==> config.mk <==
export PLATFORM = sky130hd
export DESIGN_NAME = frame_backlight_estimator
export DESIGN_NICKNAME = d
export VERILOG_FILES = /design/src/rtl/fbe_pkg.sv /design/src/rtl/seq_divider.sv /design/src/rtl/frame_backlight_estimator.sv
export SDC_FILE = /design/constraint.sdc
export NUM_CORES = 1
export LEC_CHECK = 0
export CAP_MARGIN = 20
export CORE_MARGIN = 2
export CORE_UTILIZATION = 30
export CTS_CLUSTER_SIZE = 14
export DETAILED_ROUTE_END_ITERATION = 7
export PLACE_DENSITY = 0.54
export SETUP_SLACK_MARGIN = 0.3
export SLEW_MARGIN = 30
export SYNTH_ARGS = -nofsm -noshare
export SYNTH_HDL_FRONTEND = slang
export SYNTH_SLANG_ARGS = --single-unit
export TNS_END_PERCENT = 20
==> constraint.sdc <==
create_clock -name clk -period 6.8 [get_ports clk]
set_input_delay 1.02 -clock clk [delete_from_list [all_inputs] [get_ports clk]]
set_output_delay 1.02 -clock clk [all_outputs]
set_load 0.05 [all_outputs]
==> src/rtl/fbe_pkg.sv <==
// Shared definitions for the frame backlight estimator: metric selects,
// controller states and the accumulator width rule.
package fbe_pkg;

    localparam logic [1:0] MODE_MAX   = 2'd0;
    localparam logic [1:0] MODE_MEAN  = 2'd1;
    localparam logic [1:0] MODE_BLEND = 2'd2;

    typedef enum logic [1:0] {
        IDLE    = 2'd0,
        DIVIDE  = 2'd1,
        SMOOTH  = 2'd2,
        PUBLISH = 2'd3
    } fbe_state_e;

    // The sum accumulator must hold a full-scale value for every countable pixel.
    function automatic int sum_width(input int lin_w, input int cnt_w);
        return lin_w + cnt_w;
    endfunction

endpackage

==> src/rtl/seq_divider.sv <==
// Restoring divider, one quotient bit per cycle; start loads operands, done
// pulses for one cycle once the quotient is final. Division by zero yields 0.
module seq_divider #(
    parameter int DIVIDEND_W = 32,
    parameter int DIVISOR_W  = 22
) (
    input  logic                  clk_i,
    input  logic                  rst_ni,
    input  logic                  start_i,
    input  logic [DIVIDEND_W-1:0] dividend_i,
    input  logic [DIVISOR_W-1:0]  divisor_i,
    output logic                  done_o,
    output logic [DIVIDEND_W-1:0] quotient_o
);

    localparam int CW = $clog2(DIVIDEND_W + 1);

    logic [DIVIDEND_W-1:0] quo_q, quo_d;
    logic [DIVISOR_W-1:0]  rem_q, rem_d;
    logic [DIVISOR_W-1:0]  div_q, div_d;
    logic [CW-1:0]         cnt_q, cnt_d;
    logic                  busy_q, busy_d;
    logic                  done_q, done_d;
    logic                  zero_q, zero_d;

    logic [DIVISOR_W:0]    rem_sh;
    logic [DIVISOR_W:0]    rem_diff;
    logic                  ge;

    always_comb begin
        rem_sh   = {rem_q, quo_q[DIVIDEND_W-1]};
        rem_diff = rem_sh - {1'b0, div_q};
        ge       = (rem_sh >= {1'b0, div_q});

        quo_d  = quo_q;
        rem_d  = rem_q;
        div_d  = div_q;
        cnt_d  = cnt_q;
        busy_d = busy_q;
        done_d = 1'b0;
        zero_d = zero_q;

        if (start_i) begin
            quo_d  = dividend_i;
            rem_d  = '0;
            div_d  = divisor_i;
            cnt_d  = CW'(DIVIDEND_W);
            busy_d = 1'b1;
            zero_d = (divisor_i == '0);
        end else if (busy_q) begin
            quo_d = {quo_q[DIVIDEND_W-2:0], ge};
            rem_d = ge ? DIVISOR_W'(rem_diff) : DIVISOR_W'(rem_sh);
            cnt_d = cnt_q - CW'(1);
            if (cnt_q == CW'(1)) begin
                busy_d = 1'b0;
                done_d = 1'b1;
            end
        end
    end

    always_ff @(posedge clk_i or negedge rst_ni) begin
        if (!rst_ni) begin
            quo_q  <= '0;
            rem_q  <= '0;
            div_q  <= '0;
            cnt_q  <= '0;
            busy_q <= 1'b0;
            done_q <= 1'b0;
            zero_q <= 1'b0;
        end else begin
            quo_q  <= quo_d;
            rem_q  <= rem_d;
            div_q  <= div_d;
            cnt_q  <= cnt_d;
            busy_q <= busy_d;
            done_q <= done_d;
            zero_q <= zero_d;
        end
    end

    assign done_o     = done_q;
    assign quotient_o = zero_q ? '0 : quo_q;

endmodule

==> src/rtl/frame_backlight_estimator.sv <==
// Per-frame max/mean luminance statistics with IIR-smoothed, floored backlight output.
//  state   | meaning
//  IDLE    | accumulating, waiting for a frame end
//  DIVIDE  | sequential sum/count divide of the held frame
//  SMOOTH  | metric select, floor and IIR step; result registered
//  PUBLISH | new level/statistics visible, level_valid high
module frame_backlight_estimator
    import fbe_pkg::*;
#(
    parameter int NUM_CH       = 3,
    parameter int LIN_W        = 10,
    parameter int PWM_W        = 10,
    parameter int CNT_W        = 22,
    parameter int MODE         = 0,
    parameter int SMOOTH_SHIFT = 2,
    parameter int MIN_LEVEL    = 16
) (
    input  logic                    clk,
    input  logic                    reset,
    input  logic [NUM_CH*LIN_W-1:0] pix_lin,
    input  logic                    de,
    input  logic                    vsync,
    input  logic [1:0]              mode_sel,
    input  logic                    bl_enable,
    output logic [PWM_W-1:0]        backlight_level,
    output logic                    level_valid,
    output logic [LIN_W-1:0]        frame_peak,
    output logic [LIN_W-1:0]        frame_mean,
    output logic                    busy,
    output logic [7:0]              overrun_count
);

    localparam int               SUM_W   = sum_width(LIN_W, CNT_W);
    localparam logic [LIN_W-1:0] LIN_MAX = '1;
    localparam logic [LIN_W-1:0] MIN_LVL = LIN_W'(MIN_LEVEL);

    fbe_state_e state_q, state_d;

    logic                vsync_q;
    logic [LIN_W-1:0]    acc_max_q, acc_max_d;
    logic [SUM_W-1:0]    acc_sum_q, acc_sum_d;
    logic [CNT_W-1:0]    acc_cnt_q, acc_cnt_d;
    logic [LIN_W-1:0]    hold_max_q, hold_max_d;
    logic [1:0]          sel_q, sel_d;
    logic [LIN_W-1:0]    lvl_q, lvl_d;
    logic                first_q, first_d;
    logic [LIN_W-1:0]    peak_q, peak_d;
    logic [LIN_W-1:0]    mean_q, mean_d;
    logic [PWM_W-1:0]    bl_q, bl_d;
    logic [7:0]          ovr_q, ovr_d;

    logic                frame_end;
    logic                div_start;
    logic                div_done;
    logic [SUM_W-1:0]    quo;
    logic [LIN_W-1:0]    pmax;
    logic [LIN_W-1:0]    pix_val;
    logic [SUM_W:0]      sum_ext;

    logic [LIN_W-1:0]    mean_clamp, blend, metric, target, lvl_next;
    logic [LIN_W:0]      blend_sum;
    logic signed [LIN_W:0] diff, step, lvl_sum;
    logic [PWM_W-1:0]    lvl_scaled;

    assign frame_end = vsync & ~vsync_q;

    always_comb begin
        pmax = '0;
        for (int c = 0; c < NUM_CH; c++) begin
            if (pix_lin[c*LIN_W +: LIN_W] > pmax) pmax = pix_lin[c*LIN_W +: LIN_W];
        end
    end

    // A de pixel coinciding with the frame end opens the next frame.
    always_comb begin
        pix_val   = de ? pmax : '0;
        sum_ext   = {1'b0, acc_sum_q} + (SUM_W+1)'(pmax);
        acc_max_d = acc_max_q;
        acc_sum_d = acc_sum_q;
        acc_cnt_d = acc_cnt_q;
        if (frame_end) begin
            acc_max_d = pix_val;
            acc_sum_d = SUM_W'(pix_val);
            acc_cnt_d = de ? CNT_W'(1) : '0;
        end else if (de) begin
            acc_max_d = (pmax > acc_max_q) ? pmax : acc_max_q;
            acc_sum_d = sum_ext[SUM_W] ? '1 : SUM_W'(sum_ext);
            acc_cnt_d = (&acc_cnt_q) ? acc_cnt_q : acc_cnt_q + CNT_W'(1);
        end
    end

    seq_divider #(
        .DIVIDEND_W (SUM_W),
        .DIVISOR_W  (CNT_W)
    ) u_div (
        .clk_i      (clk),
        .rst_ni     (reset),
        .start_i    (div_start),
        .dividend_i (acc_sum_q),
        .divisor_i  (acc_cnt_q),
        .done_o     (div_done),
        .quotient_o (quo)
    );

    always_comb begin
        mean_clamp = (quo > SUM_W'(LIN_MAX)) ? LIN_MAX : LIN_W'(quo);
        blend_sum  = {1'b0, hold_max_q} + {1'b0, mean_clamp};
        blend      = LIN_W'(blend_sum >> 1);
        case (sel_q)
            MODE_MAX:   metric = hold_max_q;
            MODE_MEAN:  metric = mean_clamp;
            MODE_BLEND: metric = blend;
            default:    metric = hold_max_q;
        endcase
        target = (metric < MIN_LVL) ? MIN_LVL : metric;
        diff   = $signed({1'b0, target}) - $signed({1'b0, lvl_q});
        step   = diff >>> SMOOTH_SHIFT;
        // Never stall short of the target once the shifted step rounds to zero.
        if (step == '0 && diff != '0) step = diff[LIN_W] ? '1 : (LIN_W+1)'(1);
        lvl_sum  = $signed({1'b0, lvl_q}) + step;
        lvl_next = first_q ? target : LIN_W'(lvl_sum);
    end

    if (PWM_W >= LIN_W) begin : g_scale_up
        assign lvl_scaled = PWM_W'(lvl_next) << (PWM_W - LIN_W);
    end else begin : g_scale_dn
        assign lvl_scaled = lvl_next[LIN_W-1 -: PWM_W];
    end

    always_comb begin
        hold_max_d = hold_max_q;
        sel_d      = sel_q;
        lvl_d      = lvl_q;
        first_d    = first_q;
        peak_d     = peak_q;
        mean_d     = mean_q;
        bl_d       = bl_q;
        ovr_d      = ovr_q;
        if (frame_end) begin
            if (state_q == IDLE) begin
                hold_max_d = acc_max_q;
                sel_d      = (mode_sel == 2'd3) ? 2'(MODE) : mode_sel;
            end else if (ovr_q != 8'hFF) begin
                ovr_d = ovr_q + 8'd1;
            end
        end
        if (state_q == SMOOTH) begin
            lvl_d   = lvl_next;
            first_d = 1'b0;
            peak_d  = hold_max_q;
            mean_d  = mean_clamp;
            bl_d    = bl_enable ? lvl_scaled : '1;
        end
    end

    always_ff @(posedge clk or negedge reset) begin
        if (!reset) state_q <= IDLE;
        else        state_q <= state_d;
    end

    always_comb begin
        state_d = state_q;
        case (state_q)
            IDLE:    if (frame_end) state_d = DIVIDE;
            DIVIDE:  if (div_done)  state_d = SMOOTH;
            SMOOTH:  state_d = PUBLISH;
            PUBLISH: state_d = IDLE;
            default: state_d = IDLE;
        endcase
    end

    always_comb begin
        busy        = (state_q != IDLE);
        level_valid = (state_q == PUBLISH);
        div_start   = frame_end && (state_q == IDLE);
    end

    always_ff @(posedge clk or negedge reset) begin
        if (!reset) begin
            vsync_q    <= 1'b0;
            acc_max_q  <= '0;
            acc_sum_q  <= '0;
            acc_cnt_q  <= '0;
            hold_max_q <= '0;
            sel_q      <= '0;
            lvl_q      <= '0;
            first_q    <= 1'b1;
            peak_q     <= '0;
            mean_q     <= '0;
            bl_q       <= '1;
            ovr_q      <= '0;
        end else begin
            vsync_q    <= vsync;
            acc_max_q  <= acc_max_d;
            acc_sum_q  <= acc_sum_d;
            acc_cnt_q  <= acc_cnt_d;
            hold_max_q <= hold_max_d;
            sel_q      <= sel_d;
            lvl_q      <= lvl_d;
            first_q    <= first_d;
            peak_q     <= peak_d;
            mean_q     <= mean_d;
            bl_q       <= bl_d;
            ovr_q      <= ovr_d;
        end
    end

    assign backlight_level = bl_q;
    assign frame_peak      = peak_q;
    assign frame_mean      = mean_q;
    assign overrun_count   = ovr_q;

endmodule

==> flow_metrics.env <==
export IMPL_rsz0062_at_grt="yes"
export IMPL_start_kind="register"
export IMPL_synth_area_mm2=0.0137
export IMPL_fmax_mhz=143
export IMPL_cp_arrival_ns=7.45
export IMPL_insertion_delay_ns=0.55
export IMPL_worst_slew_pin_slew_ns=0.983
export IMPL_clk_pin_slew_ns=0.06
export IMPL_core_mm2=0.0453
export IMPL_grt_start_max_net_pins=74
export IMPL_drc_errors=0
export IMPL_end_kind="register"
export IMPL_synth_warnings=0
export IMPL_ys_seq_area_share_pct=38.9
export IMPL_finalCritPeriodShare_pct=103
export IMPL_cts_made_buffers=26
export IMPL_cts_tree="built"
export IMPL_detail_route_antenna_nets=0
export IMPL_area_growth_synth_to_final_pct=29.2
export IMPL_clkSinkCount=213
export IMPL_multi_input_area_mm2=0.00821
export IMPL_r2r_cells=34
export IMPL_die_h_um=218
export IMPL_clk_path_buf_depth=3
export IMPL_dr_pass1_iters=5
export IMPL_crit_slowest_cell="or4_1"
export IMPL_grt_use_total_pct=16.3
export IMPL_start_util_pct=30.3
export IMPL_synth_edf_count=0
export IMPL_drt_total_wl_um=38700
export IMPL_ios=77
export IMPL_max_cap_violations=0
export IMPL_htree_levels=1
export IMPL_grt_overflow_total=0
export IMPL_synth_flop_cell="dfrtp_1"
export IMPL_synth_avg_cell_area_um2=8.89
export IMPL_layout_setup_ws_ns=-0.181
export IMPL_drt_first_iter_violations=711
export IMPL_antenna_found_initial=0
export IMPL_path_class="reg2reg"
export IMPL_root_buffer="clkbuf_16"
export IMPL_async_flop_share_pct=100
export IMPL_dpl_hpwl_um=28000
export IMPL_first_global_vias=12100
export IMPL_io_buffers=76
export IMPL_ys_ff_latch=213
export IMPL_finalHoldViolations=0
export IMPL_ys_types=82
export IMPL_viasPerCell=5.06
export IMPL_cpMostUsedCell="a21o_1"
export IMPL_drive_gt1_share_pct=20.7
export IMPL_status="finished with violations"
export IMPL_nets=1913
export IMPL_place_gp_congestion=0.862
export IMPL_slew_headroom_pct=34.5
export IMPL_tns_ns=-0.802
export IMPL_grt_pass1_wl_um=64000
export IMPL_violations="negative setup slack"
export IMPL_synthCells=1544
export IMPL_holdCritPathClass="in2async"
export IMPL_die_area_mm2=0.0475
export IMPL_rows=78
export IMPL_synth_nets=1688
export IMPL_register_area_mm2=0.00535
export IMPL_period_minus_slack_ns=6.98
export IMPL_drv_slew=0
export IMPL_fill_cells=4555
export IMPL_clock_skew_ns=0.0187
export IMPL_cts_hold_buf=0
export IMPL_crit_path_max_fanout=4
export IMPL_via_count=12100
export IMPL_fp_dieW_um=218
export IMPL_critical_path_max_stage_delay_ns=0.45
export IMPL_cp_data_required_time_ns=7.26
export IMPL_wl_per_cell_um=16.2
export IMPL_finalSetupViolations=9
export IMPL_n_antenna_cell=0
==> metrics by stage <==
stage | hold WS (ns) | instances | instance area, um^2 | utilization [%] | setup slack (ns)
after floorplan | 0.456 | 1544 | 13800 | - | -0.124
after global placement | 0.483 | 2301 | 16200 | 35.7 | -0.276
after detailed placement | 0.484 | 2301 | 16200 | 35.7 | -0.429
after CTS | 0.458 | 2375 | 17400 | 38.5 | -0.153
after global routing | 0.469 | 2386 | 17700 | 39.2 | -0.597
final | 0.435 | 2386 | 17700 | 39.2 | -0.181
==> sequential cells by signal (all words and copies together), names as in the netlist, 2 cells and up <==
signal and cells:
hold_max_q 10, state_q 2, acc_cnt_q 22, lvl_q 10, u_div.cnt_q 6, backlight_level 10, frame_mean 10, acc_max_q 10
u_div.rem_q 22, u_div.div_q 22, frame_peak 10, sel_q 2, u_div.quo_q 32, overrun_count 8, acc_sum_q 32
==> placed cells by master (no fill, tap or decap), types with 11 or more instances in the layout <==
| cell | instances |
|---|---|
| xor2_1 | 28 |
| nor2b_1 | 19 |
| xnor2_1 | 38 |
| and3_1 | 23 |
| a21o_1 | 29 |
| dfstp_2 | 11 |
| inv_1 | 90 |
| nand2_1 | 156 |
| ha_1 | 94 |
| dfrtp_1 | 201 |
| mux2i_1 | 39 |
| o21ai_0 | 146 |
| a21oi_1 | 91 |
| a31oi_1 | 34 |
| clkbuf_16 | 27 |
| buf_4 | 184 |
| nor2_1 | 109 |
| nor3_1 | 22 |
| a21oi_2 | 19 |
| nand2b_1 | 12 |
| a22o_1 | 16 |
| nand4_1 | 16 |
| nand3_1 | 27 |
| mux2_2 | 22 |
| clkdlybuf4s50_1 | 75 |
==> final timing paths <==
check                           slack, ns            endpoint               start
worst max-delay path                -0.18  backlight_level[8]     u_div.quo_q[27]
worst min register to register       0.49  backlight_level[7]  backlight_level[7]
worst max register to register      -0.18  backlight_level[8]     u_div.quo_q[27]
worst min-delay path                 0.43       frame_mean[8]               reset
min in group clk                     0.49  backlight_level[7]  backlight_level[7]
max in group asynchronous            5.21            lvl_q[4]               reset
==> synthesized netlist by cell type (5+ instances only) <==
library cell	n	share of area [%]
a21oi_1	110	4.0
nor3_1	25	0.91
o31ai_1	12	0.66
a21o_1	29	1.6
clkbuf_1	58	1.6
xnor2_1	42	2.7
nor2_1	118	3.2
mux2i_1	39	2.8
dfrtp_1	202	37
a22oi_1	5	0.27
nand2b_1	12	0.55
buf_1	7	0.19
o21ai_0	155	5.7
ha_1	102	9.3
nand3_1	31	1.1
o21bai_1	5	0.27
or3_1	10	0.46
or4_1	6	0.33
nor4_1	14	0.64
inv_1	92	2.5
fa_1	5	0.73
nand2_1	157	4.3
dfstp_2	11	2.1
o21a_1	10	0.55
o211ai_1	7	0.38
a211oi_1	9	0.49
nand4_1	16	0.73
o311ai_0	5	0.32
mux2_2	22	1.8
a311oi_1	9	0.57
xor2_1	28	1.8
nor2b_1	22	1.0
a31oi_1	36	1.6
a22o_1	16	1.0
o22ai_1	6	0.27
and2_1	9	0.41
o41ai_1	7	0.45
and3_1	24	1.1
==> per-layer routing <==
layer | global-route usage [%] | share of wire, %
met1 | 22.9 | 48
met2 | 26.3 | 46
met3 | 2.37 | 4.1
met4 | 3.79 | 1.7
met5 | 0 | 0
==> area by class of cell <==
type | instances | share of cell area (%)
inverters | 92 | 1.95
multi-input cells | 1169 | 46.3
clock inverters | 7 | 0.494
clock buffers | 38 | 4.32
well taps | 600 | 4.23
flip-flops and latches | 213 | 30.1
repair buffers | 267 | 12.6
==> timing repair <==
item                       4_1_cts  5_1_grt
pin swaps                       59       37
resized for setup               44       44
setup endpoints to repair       18       47
hold endpoints to repair         0        0
cloned                           0        0
setup buffers                   29       11
==> critical path, delay by kind of cell, from the launching register on <==
family	cells	cell delay (ns)
buffers and inverters	3	0.27
AND/OR/NAND/NOR	9	1.97
XOR/XNOR	2	0.23
AO/OA/AOI/OAI	14	2.64
multiplexers	1	0.11
adder cells (fa/ha/maj)	5	1.28
flip-flops	1	0.39
==> cells by family after synthesis <==
kind of cell | after synthesis | share of synthesized area [%]
AND/OR/NAND/NOR | 469 | 16.3
AO/OA/AOI/OAI | 462 | 21.0
flip-flops | 213 | 38.9
buffers and inverters | 162 | 4.59
adder cells (fa/ha/maj) | 107 | 10.0
XOR/XNOR | 70 | 4.47
multiplexers | 61 | 4.65
Power is left out: the tool's default activity adds up to more than one toggle a clock period on the data nets, which glitch-free logic cannot reach.
